===== src/rtl/uart_pkg.sv =====
// uart_pkg: UART state encoding and idle line level shared by uart_tx and any future uart_rx
package uart_pkg;
   typedef enum logic [2:0] {IDLE = 3'd0, START = 3'd1, DATA = 3'd2, PARITY = 3'd3, STOP = 3'd4} uart_state_t;
   localparam logic IDLE_LEVEL = 1'b1;
endpackage


===== src/rtl/uart_tx_if.sv =====
// uart_tx_if: valid/ready payload handshake into uart_tx
interface uart_tx_if #(parameter int DATA_BITS = 8);
   logic [DATA_BITS-1:0] tx_data;
   logic tx_valid;
   logic tx_ready;
   modport master(output tx_data, tx_valid, input tx_ready);
   modport slave(input tx_data, tx_valid, output tx_ready);
endinterface


===== src/rtl/uart_baud_cnt.sv =====
// uart_baud_cnt: bit-period counter, tick on count CLKS_PER_BIT-1 then wrap to 0
module uart_baud_cnt #(parameter int CLKS_PER_BIT = 16) (
   input  logic clk,
   input  logic rst_n,
   input  logic clear,
   output logic tick
);
   localparam int CW = $clog2(CLKS_PER_BIT);
   logic [CW-1:0] cnt;
   assign tick = cnt == CW'(CLKS_PER_BIT - 1);
   always_ff @(posedge clk or negedge rst_n)
      if (!rst_n) cnt <= '0;
      else cnt <= (clear || tick) ? '0 : cnt + 1'b1;
endmodule


===== src/rtl/uart_tx.sv =====
// uart_tx: start/data(LSB first)/stop serializer; define UART_TX_PARITY_EN to add an even parity bit
module uart_tx import uart_pkg::*; #(
   parameter int CLKS_PER_BIT = 16,
   parameter int DATA_BITS = 8
) (
   input  logic       clk,
   input  logic       rst_n,
   uart_tx_if.slave   bus,
   output logic       txd,
   output logic       busy
);
   localparam int IW = $clog2(DATA_BITS);
   uart_state_t state, state_nx;
   logic [DATA_BITS-1:0] shreg, shreg_nx;
   logic [IW-1:0] bit_idx, bit_idx_nx;
   logic txd_nx, tick, last;
   uart_baud_cnt #(.CLKS_PER_BIT(CLKS_PER_BIT)) u_baud (.clk(clk), .rst_n(rst_n), .clear(state == IDLE), .tick(tick));
   assign busy = state != IDLE;
   assign bus.tx_ready = state == IDLE;
   assign last = bit_idx == IW'(DATA_BITS - 1);
   // shreg rotates rather than shifts, so after the last data bit it holds the payload again for parity
   always_comb begin
      state_nx = state;
      shreg_nx = shreg;
      bit_idx_nx = bit_idx;
      txd_nx = txd;
      case (state)
         IDLE: if (bus.tx_valid) begin
            state_nx = START;
            shreg_nx = bus.tx_data;
            bit_idx_nx = '0;
            txd_nx = 1'b0;
         end
         START: if (tick) begin
            state_nx = DATA;
            txd_nx = shreg[0];
         end
         DATA: if (tick) begin
            shreg_nx = {shreg[0], shreg[DATA_BITS-1:1]};
            bit_idx_nx = last ? bit_idx : bit_idx + 1'b1;
`ifdef UART_TX_PARITY_EN
            state_nx = last ? PARITY : DATA;
            txd_nx = last ? ^shreg : shreg[1];
`else
            state_nx = last ? STOP : DATA;
            txd_nx = last ? 1'b1 : shreg[1];
`endif
         end
`ifdef UART_TX_PARITY_EN
         PARITY: if (tick) begin
            state_nx = STOP;
            txd_nx = 1'b1;
         end
`endif
         STOP: if (tick) begin
            state_nx = IDLE;
            txd_nx = IDLE_LEVEL;
         end
         default: begin
            state_nx = IDLE;
            txd_nx = IDLE_LEVEL;
         end
      endcase
   end
   always_ff @(posedge clk or negedge rst_n)
      if (!rst_n) begin
         state <= IDLE;
         shreg <= '0;
         bit_idx <= '0;
         txd <= IDLE_LEVEL;
      end else begin
         state <= state_nx;
         shreg <= shreg_nx;
         bit_idx <= bit_idx_nx;
         txd <= txd_nx;
      end
endmodule

===== src/flat_wrapper.sv =====
// flat-port wrapper written by rule: the top's interface ports become plain ports
module uart_tx_flat import uart_pkg::*;
#(
   parameter int CLKS_PER_BIT = 16,
   parameter int DATA_BITS = 8
)
  (clk, rst_n, txd, busy, bus_tx_data, bus_tx_valid, bus_tx_ready);
  uart_tx_if #(.DATA_BITS(DATA_BITS)) bus_i ();
  input  logic clk;
  input  logic rst_n;
  output logic txd;
  output logic busy;
  input wire logic [$bits(bus_i.tx_data)-1:0] bus_tx_data;
  input wire logic [$bits(bus_i.tx_valid)-1:0] bus_tx_valid;
  output wire logic [$bits(bus_i.tx_ready)-1:0] bus_tx_ready;
  assign bus_i.tx_data = bus_tx_data;
  assign bus_i.tx_valid = bus_tx_valid;
  assign bus_tx_ready = bus_i.tx_ready;
  uart_tx #(.CLKS_PER_BIT(CLKS_PER_BIT), .DATA_BITS(DATA_BITS)) u_core (.clk(clk), .rst_n(rst_n), .bus(bus_i), .txd(txd), .busy(busy));
endmodule

===== config.mk =====
export PLATFORM = sky130hd
export DESIGN_NAME = uart_tx_flat
export DESIGN_NICKNAME = d
export VERILOG_FILES = /design/src/rtl/uart_pkg.sv /design/src/rtl/uart_tx_if.sv /design/src/rtl/uart_baud_cnt.sv /design/src/rtl/uart_tx.sv /design/src/flat_wrapper.sv
export SDC_FILE = /design/constraint.sdc
export NUM_CORES = 1
export LEC_CHECK = 0
export CAP_MARGIN = 40
export CORE_ASPECT_RATIO = 1.4
export CORE_MARGIN = 2
export CORE_UTILIZATION = 25
export DETAILED_ROUTE_END_ITERATION = 10
export PLACE_DENSITY = 0.51
export SYNTH_ARGS = -nofsm -noshare
export SYNTH_HDL_FRONTEND = slang
export SYNTH_HIERARCHICAL = 1
export SYNTH_SLANG_ARGS = --single-unit

===== constraint.sdc =====
create_clock -name clk -period 2.8 [get_ports clk]
set_input_delay 0.84 -clock clk [delete_from_list [all_inputs] [get_ports clk]]
set_output_delay 0.84 -clock clk [all_outputs]
set_load 0.01 [all_outputs]

==> key figures, run 1 <==
Status
  • Outcome: complete, no violations

Yosys
  • Cells after Synth: 87
  • Avg Cell Area, Syn: 12.12 µm²
  • Warnings, synthesis: 6
  • Syn Nets: 101
  • Part of the Yosys area used for sequential elements: 45.20%
  • FF+latch count, synth: 19
  • Syn Std Cell Area: about 1100 µm²
  • Synth unique cells: 29

Critical path
  • WP data arrival: approximately 1.7 ns
  • Critical path launch point type: flop
  • CP required: 1.96 ns
  • Crit-path max FO: 5
  • Critical Path End Type: output pin
  • Crit path kind: reg2out

CTS
  • CTS sink cnt: 19
  • Hold buffer count at CTS: 0
  • CTS resizes: 0
  • TritonCTS Buffers: 3
  • Clock root buffer: clkbuf_8
  • CTS tree: built
  • Clk_lat worst skew: 0.26 ns
  • Bufs on Longest Clock Path: 2
  • Worst-path clk slew: ~0.08 ns
  • Post-CTS Setup Bufs: 0
  • CTS H-tree depth: 1

Routing
  • Number of nets with antenna violations after routing: 0
  • Initial DRC count: 10
  • Vias: 718
  • Drc violations: 0
  • Routed WL per cell: 13.31 µm
  • Routed WL: slightly below 2000 µm
  • Via-per-instance ratio: 4.884
  • Pre-antenna DRT Iters: 4

Global route
  • Gr ovfl total: 0
  • Initial antenna violation count: 0
  • Total GRT Usage: under 10%
  • Largest net degree at the start of global routing: 20
  • Vias in the first global route: roughly 760
  • Global-route wire length before repair: between 3000 and 4000 µm

Floorplan
  • Initial Utilization: about a quarter
  • I/O Pins: 14
  • FP Rows: 27
  • Die area: 4762 µm²
  • Core ar.: 3986 µm²
  • Chip height: 80.86 µm
  • Chip Width: 58.90 µm

Hold path
  • HP Class: reg2reg

Timing
  • Final setup fails: 0
  • Slew Limit Fails: 0
  • Slew HR: 70.64%
  • Hold Vio Cnt, Final: 0
  • Unrepaired setup endpoints after global routing: false
  • Max Clock Freq: 389.2 MHz
  • Worst Clk Skew: 0.004339 ns
  • Setup TNS: 0 ns
  • Worst-Margin Slew: 0.4390 ns
  • PnR worst setup slack: 0.2304 ns
  • Final period utilization: 91.77%
  • Final min period: approximately 2.6 ns

Place
  • Pre-CTS WS: 0.3601 ns
  • Placed cells: between 100 and 150
  • I/O Buffers: 13
  • HPWL Detailed: 1478 µm
  • GPL Wtd Cong: 0.6861
  • Post-placement cell area: 1239 µm²

Layout
  • Nets: 119
  • Layout area overhead: 22.06%
  • Final instance area: roughly 1300 µm²
  • Diodes inserted: 0
  • Final Instance Count excl. Fillers: 147
  • Fraction of layout cells with a size suffix above 1: roughly a third
  • Fill cell count: about 420

Run
  • Maxcap violations: 0

Pwr
  • Worst vdd ir: 0.0003975 V
  • Total power: 1.110 mW
  • Power Density: around 860 nW/µm²
  • Lkg Pwr: 0.5145 nW
[cell usage after synthesis]
| cell type | instances | share of area (%) |
|---|---|---|
| dfrtp_1 | 18 | 43 |
| mux2_2 | 18 | 19 |
| nand2_1 | 5 | 1.8 |
| inv_1 | 4 | 1.4 |
| mux2i_1 | 4 | 3.8 |
| a21oi_1 | 3 | 1.4 |
| buf_2 | 3 | 1.4 |
| ha_1 | 3 | 3.6 |
| nand3b_1 | 3 | 2.1 |
| nor2_1 | 3 | 1.1 |
| nor3_1 | 3 | 1.4 |
| buf_6 | 2 | 2.1 |
| nor4b_1 | 2 | 1.7 |
| a211oi_1 | 1 | 0.71 |
| a211oi_2 | 1 | 1.2 |
| a211oi_4 | 1 | 1.9 |
| a21o_1 | 1 | 0.71 |
| a311oi_1 | 1 | 0.83 |
| a31oi_1 | 1 | 0.59 |
| and3_4 | 1 | 1.1 |
| dfstp_2 | 1 | 2.5 |
| nand2b_4 | 1 | 1.3 |
| nand4b_1 | 1 | 0.83 |
| nor2b_1 | 1 | 0.59 |
| nor3b_1 | 1 | 0.71 |
| nor3b_2 | 1 | 1.2 |
| o21bai_1 | 1 | 0.71 |
| or3_1 | 1 | 0.59 |
| xnor2_1 | 1 | 0.83 |
[per-layer routing]
layer,up-vias,global-route usage [%],wire [µm]
li1,344,-,-
met3,4,1.911,78
met2,16,16.22,1025
met1,354,10.75,815
met5,-,0,0
met4,0,5.455,38
[registers in the layout, summed over array words and instances (netlist names)]
signal and count:
u_core/shreg 8, u_core/u_baud/cnt 4, u_core/bit_idx 3, u_core/state 3, u_core/txd 1
[final timing paths]
kind	startpoint	end	slack (ns)	cells after the start
max	u_core/state[2]	bus_tx_ready	0.23	3
max reg2reg	u_core/u_baud/cnt[0]	u_core/shreg[1]	0.85	5
min	u_core/u_baud/cnt[0]	u_core/u_baud/cnt[0]	0.50	1
min in group asynchronous	rst_n	u_core/shreg[3]	0.91	2
max in group asynchronous	rst_n	u_core/txd	1.63	2
min reg2reg	u_core/u_baud/cnt[0]	u_core/u_baud/cnt[0]	0.50	1
[through the flow]
| step | hold slack [ns] | util, % |
|---|---|---|
| 6_report | 0.5019 | 32.30 |
| 2_1_floorplan | 0.4564 | - |
| 3_5_place_dp | 0.4974 | 31.07 |
| 4_1_cts | 0.5046 | 32.30 |
| 3_3_place_gp | 0.4773 | 31.07 |
| 5_1_grt | 0.5333 | 32.30 |
[layout make-up]
type / count / area [µm²] / share of cell area [%]
timing repair buffer: 18 / 167.7 / 13.02
inverter: 4 / 15.01 / 1.166
clock buffer: 3 / 41.29 / 3.207
tap: 43 / 53.80 / 4.179
sequential: 19 / 476.7 / 37.03
clock inverter: 1 / 7.507 / 0.5831
multi-input combinational: 59 / 525.5 / 40.82
[cell usage in the layout (no fill, tap or decap)]
| master | n |
|---|---|
| mux2_2 | 18 |
| dfrtp_1 | 18 |
| clkdlybuf4s50_1 | 13 |
| nand2_1 | 5 |
| buf_4 | 5 |
| inv_1 | 4 |
| mux2i_1 | 4 |
| clkbuf_8 | 3 |
| nor2_1 | 3 |
| a21oi_1 | 3 |
| nand3b_1 | 3 |
| nor3_1 | 3 |
| ha_1 | 3 |
| nor4b_1 | 2 |
| clkinvlp_4 | 1 |
| or3_1 | 1 |
| nand4b_1 | 1 |
| nor3b_2 | 1 |
| nand2b_4 | 1 |
| a211oi_4 | 1 |
| a211oi_2 | 1 |
| nor2b_1 | 1 |
| o21bai_1 | 1 |
| a211oi_1 | 1 |
| dfstp_2 | 1 |
| and3_4 | 1 |
| xnor2_1 | 1 |
| nor3b_1 | 1 |
| a21o_1 | 1 |
| a31oi_1 | 1 |
| a311oi_1 | 1 |
[critical path: stages, from the launching register on]
cell and delay (ns):
dfrtp_1 0.38, or3_1 0.39, inv_1 0.14, clkdlybuf4s50_1 0.55
[report_power, final]
part | leakage, nW | internal, mW | total [mW] | switching (mW)
combinational | 0.262 | 0.245 | 0.432 | 0.187
sequential | 0.231 | 0.402 | 0.479 | 0.0773
clock | 0.0217 | 0.100 | 0.198 | 0.0978
total | 0.514 | 0.747 | 1.11 | 0.362
[cell families (layout without fill, tap and decap cells)]
group | after synthesis | in the layout | synth area share, %
and+or+nand+nor | 23 | 23 | 14.35
muxes | 22 | 22 | 23.01
DFF | 19 | 19 | 45.20
AOI/OAI and AO/OA | 10 | 10 | 8.067
buffers and inverters | 9 | 26 | 4.981
adders and majority gates | 3 | 3 | 3.559
xor gates and xnor gates | 1 | 1 | 0.8305
(Power assumes the default switching activity.)
==> run 2, diff against run 1 <==
GPL_ROUTABILITY_DRIVEN = 1   (was unset)
clock period = 2.4 ns   (was 2.8 ns; I/O delays follow)
==> key figures, run 2 (synthesis gave the netlist of run 1 again) <==
Layout
  • Core Util, Final: 32.58%
  • Fraction of layout cells with a size suffix above 1: roughly a third
  • Top flop regs: u_core/shreg (8), u_core/u_baud/cnt (4)
  • Nets: around 120
  • Multi-input logic area: roughly 530 µm²
  • Register area: 476.7 µm²
  • Most frequent cells in the layout: mux2_2 (18), dfrtp_1 (18), clkdlybuf4s50_1 (12), buf_4 (7), nand2_1 (5)
  • Largest register FFs: 8
  • Layout area overhead: 23.13%
  • Fill cell count: 424
  • Diodes inserted: 0
  • Largest register by flop count: u_core/shreg
  • Final Instance Count excl. Fillers: 149

CTS
  • TritonCTS Buffers: 3
  • Bufs on Longest Clock Path: 2
  • Clock root buffer: clkbuf_8
  • Clk_lat worst skew: 0.25 ns
  • CTS H-tree depth: 1
  • CTS tree: built
  • CTS sink cnt: 19
  • Worst-path clk slew: about 0.070 ns
  • Hold buffer count at CTS: 0

Place
  • Placed cells: roughly 150
  • I/O Buffers: 13
  • HPWL Detailed: 1334 µm
  • Pre-CTS WS: 0.1493 ns
  • GPL Wtd Cong: 0.7188

Critical path
  • Delay of the slowest cell on the worst path: a little under 0.5 ns
  • Critical Path End Type: output pin
  • Critical path launch point type: flop
  • WP data arrival: 1.51 ns
  • Crit path kind: reg2out
  • Cell Chain, Critical Path: or3_1, clkdlybuf4s50_1
  • Worst path buffer plus inverter count: 1
  • Worst setup path start: u_core/state[2]
  • Crit Reg-Reg Startpoint: u_core/u_baud/cnt[0]
  • CP top delay family: buffers and inverters
  • Slowest stage cell, crit path: clkdlybuf4s50_1
  • CP required: between 1.5 and 2 ns
  • Crit-path max FO: 2

Timing
  • Slew Limit Fails: 0
  • Setup TNS: 0 ns
  • Hold Vio Cnt, Final: 0
  • Unrepaired setup endpoints after global routing: false
  • Worst Clk Skew: 0.003803 ns
  • Final setup fails: 0
  • Final period utilization: 92.97%
  • Worst-Margin Slew: roughly 0.26 ns
  • Slew HR: 82.43%
  • Final min period: 2.231 ns
  • PnR worst setup slack: about 0.17 ns
  • Max Clock Freq: 448.2 MHz

Routing
  • Routed WL per cell: 12.27 µm
  • Pre-antenna DRT Iters: 4
  • Routed WL: about 1800 µm
  • Initial DRC count: 8
  • Vias: between 700 and 800
  • Number of nets with antenna violations after routing: 0
  • Drc violations: 0
  • Via-per-instance ratio: approximately 4.8

Hold path
  • HP Class: reg2reg
  • Worst Hold Launch: u_core/u_baud/cnt[0]

Floorplan
  • I/O Pins: 14
  • Core ar.: roughly 4000 µm²
  • Initial Utilization: 26.46%
  • Die area: 4762 µm²
  • FP Rows: 27
  • Chip height: 80.86 µm
  • Chip Width: 58.90 µm

Pwr
  • Power Density: 985.2 nW/µm²
  • Lkg Pwr: 0.5332 nW
  • Worst vdd ir: 0.0004974 V

Global route
  • Total GRT Usage: 9.275%
  • Initial antenna violation count: 0
  • Gr ovfl total: 0
  • Vias in the first global route: a little under 800
  • Largest net degree at the start of global routing: 20
  • Global-route wire length before repair: 3353 µm

Run
  • Maxcap violations: 0

Status
  • Outcome: complete, no violations
## run 2: worst paths after layout
path                            slack [ns]  cells after the start                    to
worst max register to register        0.53                      6       u_core/shreg[0]
worst max-delay path                  0.17                      2                  busy
worst min register to register        0.50                      1  u_core/u_baud/cnt[0]
min in group asynchronous             0.80                      2       u_core/shreg[4]
max in group asynchronous             1.34                      2            u_core/txd
worst min-delay path                  0.50                      1  u_core/u_baud/cnt[0]
## run 2: cell type report
class	instances	share of cell area, %
Clock buffer	3	3.179
Clock inverter	1	0.3854
Inverter	4	1.156
Multi-Input combinational cell	59	40.46
Sequential cell	19	36.71
Tap cell	43	4.143
Timing Repair Buffer	20	13.97
## run 2: timing repair
action	in CTS	in global routing
setup buffers	0	0
resized for setup	1	0
endpoints found under the setup margin	1	0
## run 2: worst reg2reg max path, stage by stage (launching register included)
cell,delay (ns)
dfrtp_1,0.40
ha_1,0.23
and3_4,0.29
nand2_1,0.11
a211oi_4,0.20
buf_4,0.20
mux2_2,0.34
## run 2: report_power, final
part | internal, mW | switching [mW]
Sequential | 0.469 | 0.0873
Clock | 0.115 | 0.105
Combinational | 0.290 | 0.213
## run 2: layer usage
layer  share of wire (%)  wire [µm]  global-route usage [%]  vias to the layer above
met4                 1.5         27                   5.909                        0
met2                  46        849                   14.44                       12
met1                  48        876                   11.58                      351
met3                 4.0         74                   1.752                        2
li1                    -          -                       -                      346
met5                   0          0                       0                        -
## run 2: per-stage QoR
stage	power [mW]	cell area [µm²]	hold WS, ns
2_1_floorplan	0.9118	1055	0.4244
3_3_place_gp	1.061	1254	0.4821
3_5_place_dp	1.081	1254	0.4882
4_1_cts	1.303	1299	0.5029
5_1_grt	1.399	1299	0.5342
6_report	1.280	1299	0.4994
==> run 3, diff against run 2 <==
DONT_BUFFER_PORTS = 1   (was unset)
PLACE_DENSITY = 0.46   (was 0.51)
==> key figures, run 3 (synthesis gave the netlist of run 1 again) <==
Floorplan
  • FP Rows: 27
  • Chip Width: between 50 and 60 µm
  • Chip height: approximately 81 µm
  • Core ar.: around 4000 µm²
  • I/O Pins: 14
  • Initial Utilization: 26.46%
  • Die area: roughly 4800 µm²

Pwr
  • Sw Ratio: 33.11%
  • Comb power frac: 34.3%
  • P_int: 0.8101 mW
  • Lkg Pwr: 0.4518 nW
  • Total power: 1.211 mW
  • Power Density: 1070 nW/µm²
  • Seq pwr share: 47.1%
  • Sw power: 0.4009 mW
  • Clk pwr share: between 10% and 20%
  • Worst vdd ir: 0.0003164 V

Routing
  • Routed WL: 1920 µm
  • Via-per-instance ratio: between 4 and 5
  • Routed WL per cell: 14.66 µm
  • Vias: 653
  • Number of nets with antenna violations after routing: 0
  • Initial DRC count: 10
  • Drc violations: 0
  • Pre-antenna DRT Iters: 4

Critical path
  • Critical Path End Type: output pin
  • CP required: 1.68 ns
  • Critical path launch point type: flop
  • Delay of the slowest cell on the worst path: between 0.5 and 0.6 ns
  • Crit-path max FO: 12
  • WP data arrival: 1.52 ns
  • Cell Chain, Critical Path: or3_1, inv_1
  • Crit path kind: reg2out
  • Worst path buffer plus inverter count: 1
  • CP top delay family: flip-flops
  • Slowest stage cell, crit path: dfrtp_1

CTS
  • CTS resizes: 0
  • Bufs on Longest Clock Path: 2
  • CTS H-tree depth: 1
  • Worst-path clk slew: around 0.080 ns
  • Clk_lat worst skew: 0.26 ns
  • Post-CTS Setup Bufs: 0
  • Clock root buffer: clkbuf_8
  • CTS tree: built
  • CTS sink cnt: 19
  • Hold buffer count at CTS: 0
  • TritonCTS Buffers: 3

Global route
  • Total GRT Usage: a little under a tenth
  • Gr ovfl total: 0
  • Initial antenna violation count: 0
  • Vias in the first global route: 744
  • Global-route wire length before repair: between 3000 and 4000 µm
  • Largest net degree at the start of global routing: 20

Timing
  • Final setup fails: 0
  • Max Clock Freq: around 450 MHz
  • Slew Limit Fails: 0
  • Unrepaired setup endpoints after global routing: false
  • Min Hold Slack: 0.1477 ns
  • PnR worst setup slack: 0.1605 ns
  • Setup TNS: 0 ns
  • Slew HR: 68.76%
  • Final min period: 2.239 ns
  • Final period utilization: 93.31%
  • Hold Vio Cnt, Final: 0
  • Worst-Margin Slew: 0.4672 ns
  • Worst Clk Skew: 0.006243 ns

Layout
  • Final instance area: roughly 1100 µm²
  • Nets: 103
  • Core Util, Final: 28.41%
  • Top flop regs: u_core/shreg (8), u_core/u_baud/cnt (4)
  • Register area: 476.7 µm²
  • Fill cell count: between 400 and 500
  • Most frequent cells in the layout: mux2_2 (18), dfrtp_1 (18), nand2_1 (5), inv_1 (4), mux2i_1 (4)
  • Largest register by flop count: u_core/shreg
  • Multi-input logic area: 525.5 µm²
  • Layout area overhead: 7.355%
  • Fraction of layout cells with a size suffix above 1: 34.09%
  • Largest register FFs: 8
  • Final Instance Count excl. Fillers: ~130
  • Diodes inserted: 0

Place
  • GPL Wtd Cong: approximately 0.69
  • Pre-CTS WS: around 0.4 ns
  • Post-placement cell area: 1086 µm²
  • Placed cells: around 130
  • I/O Buffers: 0
  • HPWL Detailed: approximately 1400 µm

Hold path
  • HP Class: in2async

Status
  • Outcome: complete, no violations

Run
  • Maxcap violations: 0
-- run 3: power by group through the flow --
stage / clock network [mW] / registers, mW / logic [mW]
CTS: 0.236 / 0.571 / 0.424
finish: 0.225 / 0.570 / 0.416
detailed placement: 0 / 0.578 / 0.423
floorplan: 0 / 0.549 / 0.362
global placement: 0 / 0.571 / 0.407
global route: 0.253 / 0.590 / 0.470
-- run 3: area by class of cell --
class	count	area share [%]
multi-input cells	59	46.41
flip-flops and latches	19	42.10
well taps	43	4.751
clock buffers	3	3.646
repair buffers	2	1.326
inverters	4	1.326
clock inverters	1	0.4420
-- run 3: worst reg2reg max path, cell delays in order (launching register included) --
cell and delay [ns]:
dfrtp_1 0.39, ha_1 0.22, and3_4 0.28, nand2_1 0.11, a211oi_4 0.47, mux2_2 0.39
-- run 3: worst paths after layout --
path	start	to	slack (ns)	cells past startpoint
min in group clk	u_core/u_baud/cnt[0]	u_core/u_baud/cnt[0]	0.51	1
worst min register to register	u_core/u_baud/cnt[0]	u_core/u_baud/cnt[0]	0.51	1
max in group asynchronous	rst_n	u_core/txd	2.08	0
worst min-delay path	rst_n	u_core/state[2]	0.15	0
worst max-delay path	u_core/state[2]	bus_tx_ready	0.16	2
worst max register to register	u_core/u_baud/cnt[0]	u_core/shreg[1]	0.42	5
-- run 3: routing by layer --
| metal | track usage, % | vias to the layer above | wire, µm |
|---|---|---|---|
| li1 | - | 309 | - |
| met4 | 6.136 | 0 | 39 |
| met1 | 9.467 | 325 | 763 |
| met5 | 0 | - | 0 |
| met2 | 15.89 | 15 | 1009 |
| met3 | 2.548 | 4 | 107 |
